[src/rtl/mem_arbiter.sv]
// Two-requester arbiter onto a single memory port; exec -> MEM_exec in 1 cycle, MEM_data_ready -> completion on the same edge.
// Backpressure: O_reqN_ready is low while that slot is pending (extra pulses dropped); MEM_ready=0 holds off issue.
module mem_arbiter #(
    parameter int PRIORITY_MODE = 0,
    parameter int TIMEOUT       = 255
) (
    input  logic        I_clk,
    input  logic        I_reset,
    input  logic        I_req0_exec,
    input  logic        I_req0_write,
    input  logic [15:0] I_req0_addr,
    input  logic [15:0] I_req0_data,
    output logic        O_req0_ready,
    output logic [15:0] O_req0_data,
    output logic        O_req0_data_ready,
    output logic        O_req0_error,
    input  logic        I_req1_exec,
    input  logic        I_req1_write,
    input  logic [15:0] I_req1_addr,
    input  logic [15:0] I_req1_data,
    output logic        O_req1_ready,
    output logic [15:0] O_req1_data,
    output logic        O_req1_data_ready,
    output logic        O_req1_error,
    input  logic        MEM_ready,
    output logic        MEM_exec,
    output logic        MEM_write,
    output logic [15:0] MEM_addr,
    output logic [15:0] MEM_data_out,
    input  logic [15:0] MEM_data_in,
    input  logic        MEM_data_ready
);

    localparam logic [7:0] TIMEOUT_CNT = TIMEOUT[7:0];

    typedef enum logic [1:0] {
        IDLE  = 2'd0,
        ISSUE = 2'd1,
        WAIT  = 2'd2
    } state_t;

    typedef struct packed {
        logic        write;
        logic [15:0] addr;
        logic [15:0] data;
    } slot_t;

    state_t      state;
    state_t      state_nxt;
    logic [1:0]  slot_free;
    slot_t       slot [2];
    slot_t       req_in [2];
    logic [1:0]  req_exec;
    logic [1:0]  pend;
    logic        gnt;
    logic        last_grant;
    logic [7:0]  tcnt;
    logic        sel;
    logic        do_issue;
    logic        do_done;
    logic        do_tout;

    assign req_exec  = {I_req1_exec, I_req0_exec};
    assign req_in[0] = {I_req0_write, I_req0_addr, I_req0_data};
    assign req_in[1] = {I_req1_write, I_req1_addr, I_req1_data};
    assign pend      = ~slot_free;

    // Ready flags are the slot-free flops themselves, so the outputs stay registered.
    assign O_req0_ready = slot_free[0];
    assign O_req1_ready = slot_free[1];

    always_ff @(posedge I_clk) begin
        if (I_reset) begin
            state <= IDLE;
        end else begin
            state <= state_nxt;
        end
    end

    always_comb begin
        state_nxt = state;
        case (state)
            IDLE:    if (do_issue) state_nxt = ISSUE;
            ISSUE:   state_nxt = WAIT;
            WAIT:    if (do_done || do_tout) state_nxt = IDLE;
            default: state_nxt = IDLE;
        endcase
    end

    always_comb begin
        sel = 1'b0;
        if (PRIORITY_MODE != 0) begin
            sel = ~pend[0];
        end else if (&pend) begin
            sel = ~last_grant;
        end else begin
            sel = pend[1];
        end
        do_issue = (state == IDLE) && (|pend) && MEM_ready;
        do_done  = (state == WAIT) && MEM_data_ready;
        // Completion wins over a timeout landing on the same edge.
        do_tout  = (state == WAIT) && !MEM_data_ready && (TIMEOUT_CNT != 8'd0) && (tcnt == TIMEOUT_CNT);
    end

    always_ff @(posedge I_clk) begin
        if (I_reset) begin
            slot_free         <= 2'b11;
            slot[0]           <= '0;
            slot[1]           <= '0;
            gnt               <= 1'b0;
            last_grant        <= 1'b1;
            tcnt              <= 8'd0;
            MEM_exec          <= 1'b0;
            MEM_write         <= 1'b0;
            MEM_addr          <= 16'd0;
            MEM_data_out      <= 16'd0;
            O_req0_data       <= 16'd0;
            O_req1_data       <= 16'd0;
            O_req0_data_ready <= 1'b0;
            O_req1_data_ready <= 1'b0;
            O_req0_error      <= 1'b0;
            O_req1_error      <= 1'b0;
        end else begin
            MEM_exec          <= do_issue;
            O_req0_data_ready <= do_done && !gnt;
            O_req1_data_ready <= do_done && gnt;
            O_req0_error      <= do_tout && !gnt;
            O_req1_error      <= do_tout && gnt;

            if (do_issue) begin
                gnt        <= sel;
                last_grant <= sel;
                {MEM_write, MEM_addr, MEM_data_out} <= slot[sel];
            end

            if (state == ISSUE) begin
                tcnt <= 8'd0;
            end else if (state == WAIT) begin
                tcnt <= tcnt + 8'd1;
            end

            // MEM_write still describes the in-flight command, so writes leave read data alone.
            if (do_done && !MEM_write) begin
                if (gnt) begin
                    O_req1_data <= MEM_data_in;
                end else begin
                    O_req0_data <= MEM_data_in;
                end
            end

            for (int n = 0; n < 2; n++) begin
                if ((do_done || do_tout) && (gnt == 1'(n))) begin
                    slot_free[n] <= 1'b1;
                end else if (req_exec[n] && slot_free[n]) begin
                    slot_free[n] <= 1'b0;
                    slot[n]      <= req_in[n];
                end
            end
        end
    end

endmodule

[config.mk]
export PLATFORM = sky130hd
export DESIGN_NAME = mem_arbiter
export DESIGN_NICKNAME = d
export VERILOG_FILES = /design/src/rtl/mem_arbiter.sv
export SDC_FILE = /design/constraint.sdc
export NUM_CORES = 1
export LEC_CHECK = 0
export BUFFER_PORTS_ARGS = -buffer_cell sky130_fd_sc_hd__buf_2
export CAP_MARGIN = 20
export CORE_ASPECT_RATIO = 1.4
export CORE_MARGIN = 5
export CORE_UTILIZATION = 45
export CTS_BUF_LIST = sky130_fd_sc_hd__clkbuf_8 sky130_fd_sc_hd__clkbuf_16
export CTS_CLUSTER_SIZE = 28
export DETAILED_ROUTE_END_ITERATION = 8
export PLACE_DENSITY_LB_ADDON = 0.08
export REMOVE_ABC_BUFFERS = 1
export SLEW_MARGIN = 25
export SYNTH_ARGS = -nofsm -noshare
export SYNTH_HDL_FRONTEND = slang
export SYNTH_SLANG_ARGS = --single-unit
export TNS_END_PERCENT = 30
[constraint.sdc]
create_clock -name I_clk -period 2.3 [get_ports I_clk]
set_input_delay 0 -clock I_clk [delete_from_list [all_inputs] [get_ports I_clk]]
set_output_delay 0 -clock I_clk [all_outputs]
set_load 0.05 [all_outputs]
# Word-level counts from Yosys, hierarchy flattened
# Memories as Yosys holds them, arrays and structs flattened. A register that Yosys moved wholly into a read port is not among the register bits.
# Index checks and enable logic that the tools add are counted.
# word_totals
ram_bits,66
ff_bits,51
inputBits,88
mem_count,1
word_cells,68
out_inout_bits,72
# classes
n_bitwise,5
n_addsub,1
n_reduce_logical,27
eq_ne,5
mux,16
# memory_table
memory,depth,word_bits,rd,rd_clocked_by_memory_dff,write_ports,line_no,source
slot,2,33,1,1,2,51,slot_t slot [2];
# op_table
operator,count
33-bit two-way mux,2
1-bit logical AND,14
1-bit two-way mux,11
"8-bit by 1-bit adder with 8-bit output, second input constant",1
"8-bit equality test, second input constant",1
2-bit AND reduction,4
2-bit OR reduction,4
2-bit one-hot mux with 3 select lines,1
2-bit two-way mux,2
1-bit logical NOT,3
"2-bit by 1-bit equality test with 1-bit output, second input constant",1
"2-bit equality test, second input constant",1
2-bit logical NOT,1
"2-bit by 1-bit != test with 1-bit output, second input constant",1
"2-bit != test, second input constant",1
1-bit inverter,2
2-bit inverter,1
1-bit bitwise OR,2
1-bit logical OR,1

# Longest topological paths before layout
# depth
word_depth,9
depth_mapped,7
depth_no_buf,5

# Least setup slack after synthesis
# No wires, ideal clock.
# synth_path
path_type,register to register
from,reg tcnt[0]
to,"mem slot[1][0] (netlist bit), enable pin"
path_slack_ps,101
path_buffers,0
path_stages_with_launch,6
arrival_time_ps,1810
t_required_ps,1911
setup_time_ps,389
synth_period_minus_slack_ps,2199
cell_sequence,dfxtp_1 ha_1 and4b_2 nand4_4 a21o_1 a21o_1
# synth_rtl
element,line_no,source
start: declaration,57,logic [7:0] tcnt;
start signal: assignment,139,tcnt <= tcnt + 8'd1;
end: declaration,51,

==> summary.md <==
| Metric | Value |
|---|---|
| Status | `completed` |
| Die height | `151 um` |
| Crit Reg-Reg Startpoint | `tcnt[0]$_SDFFE_PP0N_` |
| Initial antenna violation count | `0` |
| CP endpoint kind | `flip-flop` |
| Synth warn | `0` |
| Clock skew | `0.00887 ns` |
| Startpoint types | `flip-flop` |
| Layout Utilization | `63.1%` |
| Reg2reg setup slack | `0.13 ns` |
| Synthesis-to-layout area growth | `37.7%` |
| Die X | `between 100 and 150 um` |
| Fill cell count | `1135` |
| EDFF count, synth | `66` |
| Power per cell area | `762 nW/um^2` |
| Multi-input logic area | `2480 um^2` |
| Initial Util | `45.9%` |
| Gr ovfl total | `0` |
| Critical path class | `flip-flop to flip-flop` |
| Share of cells above drive strength 1 | `30.5%` |
| Vias in the first global route | `5286` |
| Ports | `160` |
| CTS Buf Count | `17` |
| Antenna Diode Count | `0` |
| Final setup vio count | `0` |
| CTS clk-pin slew, worst paths | `0.06 ns` |
| Routed Antenna Nets | `0` |
| Total track usage | `19.2%` |
| Critical Path Fanout Max | `33` |
| Peak Freq | `460 MHz` |
| Sink Count | `150` |
| Min cycle time layout | `roughly 2.2 ns` |
| Root buffer cell | `clkbuf_16` |
| Endpoint, Worst Hold | `gnt$_SDFFE_PP0P_` |
| Synth area leaders | `edfxtp_1 31%, dfxtp_1 26%, nand2_1 8.1%` |
| Yosys top cell by area | `edfxtp_1` |
| Worst reg2reg path depth | `5` |
| Mean Syn Cell Area | `~10 um^2` |
| VDD IR max | `471 uV` |
| Post-Syn Instances | `around 600` |
| Hold slack | `between 0.09 and 0.1 ns` |
| Max-cap violations | `0` |
| Routed vias/inst | `5.02` |
| Core region area | `roughly 14000 um^2` |
| GP Congestion | `0.799` |
| Worst r2r dst | `slot[1][26]$_SDFFCE_PN0P_` |
| Worst Hold Class | `input port to flip-flop` |
| Post-synthesis cell area | `6410 um^2` |
| Sequential fraction of the synthesis area | `~57%` |
| Synth top cells by count | `139 x nand2_1, 84 x dfxtp_1, 66 x edfxtp_1` |
| Largest net degree at the start of global routing | `77` |
| FF+latch count, synth | `150` |
| Synth cell types | `43` |
| Final Hold Viols | `0` |
| 1st-iter DRT viols | `202` |
| Final slew viol count | `0` |
| Maximum clock path buffer count | `2` |
| H-tree levels | `4` |
| WL per Instance | `between 15 and 20 um` |
| Hold path cells | `4` |
| Rows | `slightly above 50` |
| Final #Nets | `931` |
| TritonRoute pass-1 iters | `4` |
| First-pass GRT wire length | `26000 um` |
| CP Data Required Time | `2.34 ns` |
| Worst-Margin Slew | `~0.84 ns` |
| Post CTS Setup Buffer Count | `0` |
| Register area | `3660 um^2` |
| TritonCTS clock tree | `yes` |
| Post-synth ARST share | `0%` |
| Relative slew slack | `44.1%` |
| Via count | `5221` |
| PortBufs | `159` |
| Clock Latency Late Sink | `0.41 ns` |
| Die ar. | `16800 um^2` |
| Prevailing post-synth register cell | `dfxtp_1` |
| WL final | `15900 um` |
| Min-delay src | `MEM_ready` |
| RSZ-0062 raised after global routing | `no` |
| Detailed-placement wirelength estimate | `10100 um` |
| Fin crit share | `94.6%` |
| CP Data Arrival Time | `2.21 ns` |
| DRC Markers | `0` |
| P_leak | `3.77 nW` |
| Count leader, synth | `nand2_1` |
| Top-area cell type share of the netlist area | `between 30% and 40%` |
-- worst max-delay path, cell delays in order (launching register included) --
cell	delay, ns
dfxtp_1	0.34
ha_1	0.24
and4b_2	0.29
nand4_4	0.10
a21o_1	0.13
a21o_2	0.66
-- per-layer routing --
metal,wire length (um),GRT usage [%]
met5,0,0
met3,811,4.84
met1,6500,22.6
met4,356,7.15
met2,8200,33.8
-- power by group --
part	internal (mW)	switching, mW
Sequential	2.98	0.0705
Combinational	0.362	0.594
Clock	1.57	1.15
-- layout make-up --
| type | instances | share of cell area, % |
|---|---|---|
| repair buffers | 261 | 20.8 |
| multi-input cells | 407 | 28.1 |
| clock buffers | 20 | 5.54 |
| well taps | 185 | 2.62 |
| inverters | 5 | 0.213 |
| clock inverters | 12 | 1.13 |
| flip-flops and latches | 150 | 41.5 |
-- kinds of logic after synthesis --
group,after synthesis,share of synthesized area [%]
buffers and inverters,54,4.78
xor gates and xnor gates,5,0.684
and+or+nand+nor,282,23.1
DFF,150,57.2
muxes,34,5.31
adders and majority gates,1,0.195
AOI/OAI and AO/OA,85,8.77
-- metrics by stage --
stage / power [mW] / TNS (ns) / area (um^2) / cells / worst slack (ns)
detailed placement: 3.95 / 0 / 7360 / 922 / 0.101
global route: 7.00 / 0 / 8820 / 1040 / 0.00396
CTS: 6.79 / 0 / 8810 / 1040 / 0.0943
global placement: 3.93 / 0 / 7360 / 922 / 0.149
floorplan: 3.64 / -156.32 / 6120 / 562 / -2.30
finish: 6.72 / 0 / 8820 / 1040 / 0.125
-- state kept, by name, indices dropped and copies added (netlist names) --
register / flops
O_req1_error: 1
gnt: 1
O_req0_data_ready: 1
state: 2
MEM_addr: 16
MEM_exec: 1
O_req1_data: 16
MEM_write: 1
slot_free: 2
MEM_data_out: 16
O_req0_data: 16
last_grant: 1
O_req0_error: 1
O_req1_data_ready: 1
slot: 66
tcnt: 8
-- repair_timing --
item / 4_1_cts / 5_1_grt
gates resized for setup: 0 / 0
endpoints found under the hold margin: 101 / 0
hold buffers: 86 / 0
-- cell usage in the layout (no fill, tap or decap), types with 6 or more instances in the layout --
cell / Yosys / routed
a21oi_1: 37 / 37
nor2_1: 46 / 45
edfxtp_1: 66 / 66
buf_2: 17 / 159
nand2_1: 139 / 139
dfxtp_1: 84 / 84
inv_6: 0 / 6
mux2i_1: 34 / 34
dlygate4sd3_1: 0 / 86
nor3_1: 31 / 31
a211oi_1: 35 / 35
buf_4: 14 / 11
nor3_2: 42 / 40
clkbuf_16: 0 / 19
-- worst max path at each step --
stage	start	to	slack, ns	cells after the start
detailed placement	tcnt[0]$_SDFFE_PP0N_	slot[1][30]$_SDFFCE_PN0P_	0.10	5
global route	tcnt[0]$_SDFFE_PP0N_	slot[1][27]$_SDFFCE_PN0P_	0.004	5
finish	tcnt[0]$_SDFFE_PP0N_	slot[1][26]$_SDFFCE_PN0P_	0.13	5
global placement	tcnt[0]$_SDFFE_PP0N_	slot[1][30]$_SDFFCE_PN0P_	0.15	5
CTS	tcnt[0]$_SDFFE_PP0N_	slot[1][17]$_SDFFCE_PN0P_	0.09	5
floorplan	state[1]$_SDFFE_PP0P_	slot[0][32]$_SDFFCE_PN0P_	-2.30	4
No activity file was read; power rests on OpenSTA's default activity.
